--- src/rtl/hcsr04_zone_filter_if.sv ---
// Bundles the measurement-side inputs and the filtered zone outputs of
// hcsr04_zone_filter. The master drives enable and the band bits; the slave
// (the filter) returns the filtered zone status.
//
// Signalling: zone is meaningful only while zone_valid is high. zone_change
// is a single-cycle event that accompanies each update of zone. It carries
// no back-pressure, so consumers must sample it on the cycle it is high.
// state_dbg mirrors the filter state register for observation only.
interface hcsr04_zone_filter_if;
  logic       enable;
  logic       level1;
  logic       level2;
  logic [1:0] zone;
  logic       zone_valid;
  logic       zone_change;
  logic       alarm;
  logic [7:0] change_count;
  logic [1:0] state_dbg;

  modport master (
    output enable, level1, level2,
    input  zone, zone_valid, zone_change, alarm, change_count, state_dbg
  );

  modport slave (
    input  enable, level1, level2,
    output zone, zone_valid, zone_change, alarm, change_count, state_dbg
  );
endinterface

--- src/rtl/hcsr04_zone_filter.sv ---
// Debounces the two-bit band code from the ultrasonic stage into a stable
// zone (NEAR=01, FAR=10, OFF=11). The code is examined once per sample
// strobe. A new zone is accepted only after CONFIRM matching strobes. A
// persistent NEAR raises alarm after ALARM_SAMPLES locked strobes.
module hcsr04_zone_filter #(
  parameter logic [19:0] SAMPLE_DIV    = 20'd500000,
  parameter logic [2:0]  CONFIRM       = 3'd4,
  parameter logic [7:0]  ALARM_SAMPLES = 8'd50
) (
  input logic               clk,
  input logic               rst,
  hcsr04_zone_filter_if.slave bus
);

  typedef enum logic [1:0] {
    ST_PAUSED  = 2'd0,
    ST_ACQUIRE = 2'd1,
    ST_LOCKED  = 2'd2
  } state_t;

  state_t      state, state_n;
  logic [1:0]  code_q;
  logic [19:0] cnt, cnt_n;
  logic [1:0]  cand, cand_n;
  logic [2:0]  match, match_n;
  logic [1:0]  zone, zone_n;
  logic        pulse, pulse_n;
  logic [7:0]  acnt, acnt_n;
  logic [7:0]  chg_cnt, chg_cnt_n;
  logic        strobe;
  logic        qualify;
  logic [2:0]  match_inc;

  // The strobe marks the last count of each sample period.
  assign strobe    = (cnt == SAMPLE_DIV - 20'd1);
  // Only NEAR and FAR codes advance acquisition; 00 is ignored outright.
  assign qualify   = strobe && ((code_q == 2'b01) || (code_q == 2'b10));
  assign match_inc = match + 3'd1;

  // Next-state and datapath decisions; a dropped enable (or an OFF code
  // on a strobe) overrides everything except reset.
  always_comb begin
    state_n   = state;
    cnt_n     = strobe ? 20'd0 : cnt + 20'd1;
    cand_n    = cand;
    match_n   = match;
    zone_n    = zone;
    pulse_n   = 1'b0;
    acnt_n    = acnt;
    chg_cnt_n = chg_cnt;

    if (!bus.enable || (strobe && (code_q == 2'b11))) begin
      state_n = ST_PAUSED;
      cnt_n   = 20'd0;
      cand_n  = 2'b11;
      match_n = 3'd0;
      zone_n  = 2'b11;
      acnt_n  = 8'd0;
    end else begin
      case (state)
        ST_PAUSED: begin
          if (qualify) begin
            state_n = ST_ACQUIRE;
            cand_n  = code_q;
            match_n = 3'd1;
          end
        end
        ST_ACQUIRE: begin
          if (qualify) begin
            if (code_q == cand) begin
              match_n = match_inc;
            end else begin
              cand_n  = code_q;
              match_n = 3'd1;
            end
          end
        end
        ST_LOCKED: begin
          if (qualify) begin
            if (code_q == zone) begin
              match_n = 3'd0;
            end else if (code_q == cand) begin
              match_n = match_inc;
            end else begin
              cand_n  = code_q;
              match_n = 3'd1;
            end
          end
          if (strobe && (zone == 2'b01) && (acnt != ALARM_SAMPLES)) begin
            acnt_n = acnt + 8'd1;
          end
        end
        default: begin
          state_n = ST_PAUSED;
        end
      endcase

      // Confirmation reached: commit the candidate as the new zone.
      if (qualify && (match_n == CONFIRM)) begin
        state_n = ST_LOCKED;
        zone_n  = cand_n;
        match_n = 3'd0;
        pulse_n = 1'b1;
        acnt_n  = 8'd0;
        if (chg_cnt != 8'hff) begin
          chg_cnt_n = chg_cnt + 8'd1;
        end
      end

      // The alarm counter only lives while locked on NEAR.
      if ((state_n != ST_LOCKED) || (zone_n != 2'b01)) begin
        acnt_n = 8'd0;
      end
    end
  end

  // State and datapath registers with synchronous reset.
  always_ff @(posedge clk) begin
    if (rst) begin
      state   <= ST_PAUSED;
      code_q  <= 2'b00;
      cnt     <= 20'd0;
      cand    <= 2'b11;
      match   <= 3'd0;
      zone    <= 2'b11;
      pulse   <= 1'b0;
      acnt    <= 8'd0;
      chg_cnt <= 8'd0;
    end else begin
      state   <= state_n;
      code_q  <= {bus.level1, bus.level2};
      cnt     <= cnt_n;
      cand    <= cand_n;
      match   <= match_n;
      zone    <= zone_n;
      pulse   <= pulse_n;
      acnt    <= acnt_n;
      chg_cnt <= chg_cnt_n;
    end
  end

  assign bus.zone         = zone;
  assign bus.zone_valid   = (state == ST_LOCKED);
  assign bus.zone_change  = pulse;
  assign bus.alarm        = (state == ST_LOCKED) && (zone == 2'b01) &&
                            (acnt == ALARM_SAMPLES);
  assign bus.change_count = chg_cnt;
  assign bus.state_dbg    = state;

endmodule

--- src/flat_wrapper.sv ---
// flat-port wrapper written by rule: the top's interface ports become plain ports
module hcsr04_zone_filter_flat 
#(
  parameter logic [19:0] SAMPLE_DIV    = 20'd500000,
  parameter logic [2:0]  CONFIRM       = 3'd4,
  parameter logic [7:0]  ALARM_SAMPLES = 8'd50
)
  (clk, rst, bus_enable, bus_level1, bus_level2, bus_zone, bus_zone_valid, bus_zone_change, bus_alarm, bus_change_count, bus_state_dbg);
  hcsr04_zone_filter_if bus_i ();
  input logic clk;
  input logic rst;
  input wire logic [$bits(bus_i.enable)-1:0] bus_enable;
  input wire logic [$bits(bus_i.level1)-1:0] bus_level1;
  input wire logic [$bits(bus_i.level2)-1:0] bus_level2;
  output wire logic [$bits(bus_i.zone)-1:0] bus_zone;
  output wire logic [$bits(bus_i.zone_valid)-1:0] bus_zone_valid;
  output wire logic [$bits(bus_i.zone_change)-1:0] bus_zone_change;
  output wire logic [$bits(bus_i.alarm)-1:0] bus_alarm;
  output wire logic [$bits(bus_i.change_count)-1:0] bus_change_count;
  output wire logic [$bits(bus_i.state_dbg)-1:0] bus_state_dbg;
  assign bus_i.enable = bus_enable;
  assign bus_i.level1 = bus_level1;
  assign bus_i.level2 = bus_level2;
  assign bus_zone = bus_i.zone;
  assign bus_zone_valid = bus_i.zone_valid;
  assign bus_zone_change = bus_i.zone_change;
  assign bus_alarm = bus_i.alarm;
  assign bus_change_count = bus_i.change_count;
  assign bus_state_dbg = bus_i.state_dbg;
  hcsr04_zone_filter #(.SAMPLE_DIV(SAMPLE_DIV), .CONFIRM(CONFIRM), .ALARM_SAMPLES(ALARM_SAMPLES)) u_core (.clk(clk), .rst(rst), .bus(bus_i));
endmodule
--- config.mk ---
export PLATFORM = sky130hd
export DESIGN_NAME = hcsr04_zone_filter_flat
export DESIGN_NICKNAME = d
export VERILOG_FILES = /design/src/rtl/hcsr04_zone_filter_if.sv /design/src/rtl/hcsr04_zone_filter.sv /design/src/flat_wrapper.sv
export SDC_FILE = /design/constraint.sdc
export NUM_CORES = 1
export LEC_CHECK = 0
export CAP_MARGIN = 5
export CORE_MARGIN = 8
export CORE_UTILIZATION = 62
export DETAILED_ROUTE_END_ITERATION = 8
export GPL_ROUTABILITY_DRIVEN = 0
export PLACE_DENSITY = 0.84
export SETUP_SLACK_MARGIN = 0.02
export SKIP_CTS_REPAIR_TIMING = 1
export SLEW_MARGIN = 40
export SYNTH_ARGS = -nofsm -noshare
export SYNTH_HDL_FRONTEND = slang
export SYNTH_SLANG_ARGS = --single-unit
--- constraint.sdc ---
create_clock -name clk -period 7.48 [get_ports clk]
set_clock_uncertainty 0.2 [all_clocks]
set_input_delay 1.496 -clock clk [delete_from_list [all_inputs] [get_ports clk]]
set_output_delay 1.496 -clock clk [all_outputs]
set_load 0.05 [all_outputs]
-- Word-level counts from Yosys, hierarchy flattened
Cells that the tools add are included.
- latch bits: 0
- bits in writable memories: 0
- memories: 0
- memory bits (read-only): 0
- register bits: 48
- $mul: 0
- shifts and indexed selects: 0
- add/subtract/negate cells: 4
- divide/modulo/power cells: 0
- reduce and logical (&&, ||, !) cells: 19
- equal/unequal tests: 15
- bitwise gates (word level): 1
- multiplexer cells: 20
- $lt $le $gt $ge: 0
- operators by type and width (kind ; count):
    $add 20x1->20 const B ; 1
    $eq 20x19->1 const B ; 1
    $mux 2 ; 10
    $mux 3 ; 6
    $add 8x1->8 const B ; 2
    $pmux 3 s3 ; 1
    $eq 8x6->1 const B ; 1
    $ne 8x6->1 const B ; 1
    $ne 8x8->1 const B ; 1
    $logic_and 1x1->1 ; 7
    $eq 2x1->1 const B ; 3
    $eq 2x2->1 const B ; 3
    $pmux 2 s3 ; 1
    $reduce_or 3->1 ; 2
    $eq 2x2->1 ; 2
    $pmux 2 s2 ; 1
    $reduce_or 2->1 ; 2
    $reduce_or 4->1 ; 1
    $add 3x1->3 const B ; 1
    $eq 3x3->1 const B ; 1
    $logic_or 1x1->1 ; 3
    $reduce_and 3->1 ; 1
    $logic_not 2->1 ; 1
    $ne 2x1->1 const B ; 1
    other kinds (5) ; 5

-- Logic depth before layout (Yosys ltp)
- word-level depth: 13
- depth in mapped cells: 10
- gate-level depth less buffers: 8

-- Worst setup path after synthesis
No wires, ideal clock.
- kind: register to output
- start point: reg u_core.state[0] (netlist: u_core.bus.state_dbg[0])
- end point: out bus_alarm
- slack: 3.957 ns
- arrival time: 1.827 ns
- cell stages (with the launch flop): 5
- buffers on the path: 1
- required time: 5.784 ns
- cell sequence: dfxtp_1 buf_6 nand2b_4 or3_1 nor2_1
- longest elaborated chain between the ends: 3
- RTL lines (element ; RTL line ; source):
    from (decl) ; hcsr04_zone_filter.sv:21 ; state_t state, state_n;
    from (signal assigned) ; hcsr04_zone_filter.sv:130 ; state <= state_n;
    $eq 2x2->1 ; hcsr04_zone_filter.sv:145 ; assign bus.alarm = (state == ST_LOCKED) && (zone == 2'b01) &&
    $logic_and 1x1->1 (2 in a row) ; hcsr04_zone_filter.sv:145 ;
    to (decl) ; flat_wrapper.sv:18 ; output wire logic [$bits(bus_i.alarm)-1:0] bus_alarm;
Every way passes these cells.

-- Worst setup path in the final report
- start point: reg u_core.state[1] (netlist: u_core.bus.state_dbg[1])
- end point: out bus_alarm
The elaborated chain is that of the path after synthesis.

==> metrics <==
Fill cells=305; Reg-to-Reg Start=u_core.code_q[1]; minimum clock period=3.966 ns; dpl ws=3.827 ns; CTS tree=yes; Final Hold Violating Endpoints=0; slowest stage cell, crit path=clkdlybuf4s50_1; FF-to-FF End=u_core.bus.change_count[5]; DR vias/cell=5.630; post-route ant nets=0; number of remaining DRC errors=0; # clock sinks=48; placed instance count=339; largest net degree at the start of global routing=15; FP Rows=22; Area Overhead vs Synth=12.56%; Final HPWL DP=3580 µm; share of cells above drive strength 1=6.376%; port bufs=19; Worst setup EP type=output port; critical path arrival=2.27 ns; register area share after synthesis=39.69%; Reg2Reg Depth=7; FMAX=0.2522 GHz; Worst-Margin Slew=0.6693 ns; Crit path required time=5.78 ns; pins over their slew limit=0; Die Wd=78.49 µm; Final Util=73.33%; type of the worst setup path=reg -> out; RSZ-0062 raised after global routing=no; count of state elements after synthesis=48; GRT Total Usage=16.19%; worst hold slack=0.2676 ns; wire length per cell=13.78 µm; Max-slew headroom=55.27%; Max clock buf depth=2; TritonCTS buffer count=5; Post-synth EDFFs=0; Most used DFF post-synth=dfxtp_1; mapped cell area=2421 µm²; total grt overflow=0; Critical Path Fanout Max=13; maximum vdd drop=154.0 µV; Boundary Pins=20; pwr dens=152.1 nW/µm²; Leakage=0.9849 nW; Post-Syn Nets=288; drt total wl=4767 µm; R2R Setup Slk=4.53 ns; top post-synthesis cells by area=dfxtp_1 40%, nor2_1 7.4%, xor2_1 6.9%; CTS HTree Levels=2; Tcrit/Tclk final=53.02%; Avg Cell Area, Syn=8.740 µm²; final std cells w/o fill=346; CP startpoint=u_core.bus.state_dbg[1]; Tot Pwr=414.5 µW; Chip Height=78.49 µm; Synth area leader=dfxtp_1; setup TNS=0 ns; worst hold path depth=1; total number of vias=1948; vias in the first global route=1824; DRT iter0 DRCs=115; Syn Inst Count=277; area share of the largest cell type after synthesis=39.69%; initial core utilization=65.15%; Worst Hold Class=reg -> reg; fin worst setup slack=3.514 ns; Post-layout nets=309; clk root buf=clkbuf_8; number of diodes=0; setup violators final=0; CP startpoint kind=register; placed cell area=2648 µm²; Netlist cell types=47; maxcap violations=0; Critical Path Max Stage Delay=0.81 ns; multi-input logic area=1399 µm²; die area=6161 µm²; Commonest cells post-synth=48 x dfxtp_1, 48 x nor2_1, 26 x nand2_1; Reg clk slew, reported paths=0.08 ns; CP cell instances=nand2b_4, or3_1, nor2_1, clkdlybuf4s50_1; initial antenna violation count=0; Synth async-reset ratio=0%; Pre-antenna DRT Iters=4; CORE AREA=3716 µm²; first-pass GRT wire length=8231 µm; yosys warns=0; status=finished, final reports clean; crit path to=bus_alarm; Clock Latency Late Sink=0.30 ns; Final Cell Area=2725 µm²; FF+latch area=960.9 µm²
==> cells by family after synthesis <==
group	count (synthesis)	share of synthesized area (%)
and+or+nand+nor	145	32.56
buffers and inverters	14	2.584
DFF	48	39.69
AOI/OAI and AO/OA	24	7.028
muxes	8	3.463
adders and majority gates	6	3.101
xor gates and xnor gates	32	11.58
==> placed cells by master (no fill, tap or decap), types with 2 or more instances in the layout <==
master,n
nor2b_1,4
mux2_1,2
inv_1,8
and4_1,4
nand2_1,26
a21oi_1,9
nor4_1,2
clkbuf_8,5
nand4_1,12
nor2_1,48
mux2i_1,5
nand3b_1,6
and2_1,4
o21ai_0,2
a21bo_2,2
nor3_1,4
clkdlybuf4s50_1,19
nand3_1,14
or4_1,2
xnor2_1,13
xor2_1,19
ha_1,6
o31ai_1,2
dfxtp_1,48
and3_1,8
==> state kept, by name, summed over array words and instances (netlist names) <==
register and flops:
u_core.bus.state_dbg 2, u_core.code_q 2, u_core.bus.zone_change 1, u_core.cand 2, u_core.match 3, u_core.acnt 8, u_core.bus.change_count 8, u_core.bus.zone 2
u_core.cnt 20
==> worst max-delay path, delay by kind of cell (launching register included) <==
family,cells,cell delay [ns]
and+or+nand+nor,3,0.57
buffers and inverters,1,0.81
DFF,1,0.59
==> routing by layer <==
metal  routed length [µm]  track usage, %  part of all wire (%)  vias to the layer above
met4                   80           6.296                   1.7                        0
met5                    0               0                     0                        -
met3                  179           4.100                   3.8                        9
li1                     -               -                     -                      999
met2                 2292           26.10                    48                       37
met1                 2214           20.17                    46                      903
==> where the power goes <==
group	internal [mW]	total [mW]	switching [mW]
combinational	0.00469	0.0115	0.00681
clock	0.0637	0.145	0.0813
sequential	0.256	0.258	0.00162
total	0.325	0.414	0.0898
==> worst min-delay path by stage <==
stage / startpoint / end
2_1_floorplan: u_core.cnt[0] / u_core.cnt[0]
6_report: u_core.cnt[0] / u_core.cnt[0]
4_1_cts: u_core.cnt[0] / u_core.cnt[0]
3_5_place_dp: u_core.cnt[0] / u_core.cnt[0]
5_1_grt: u_core.cnt[0] / u_core.cnt[0]
3_3_place_gp: u_core.cnt[0] / u_core.cnt[0]
==> final cells by class <==
type | instances | area share, %
multi-input combinational | 215 | 51.33
inverter | 8 | 1.102
clock inverter | 1 | 0.1837
timing repair buffer | 20 | 7.254
clock buffer | 6 | 2.663
tap | 48 | 2.204
sequential | 48 | 35.26
No activity file was read; power rests on OpenSTA's default activity.
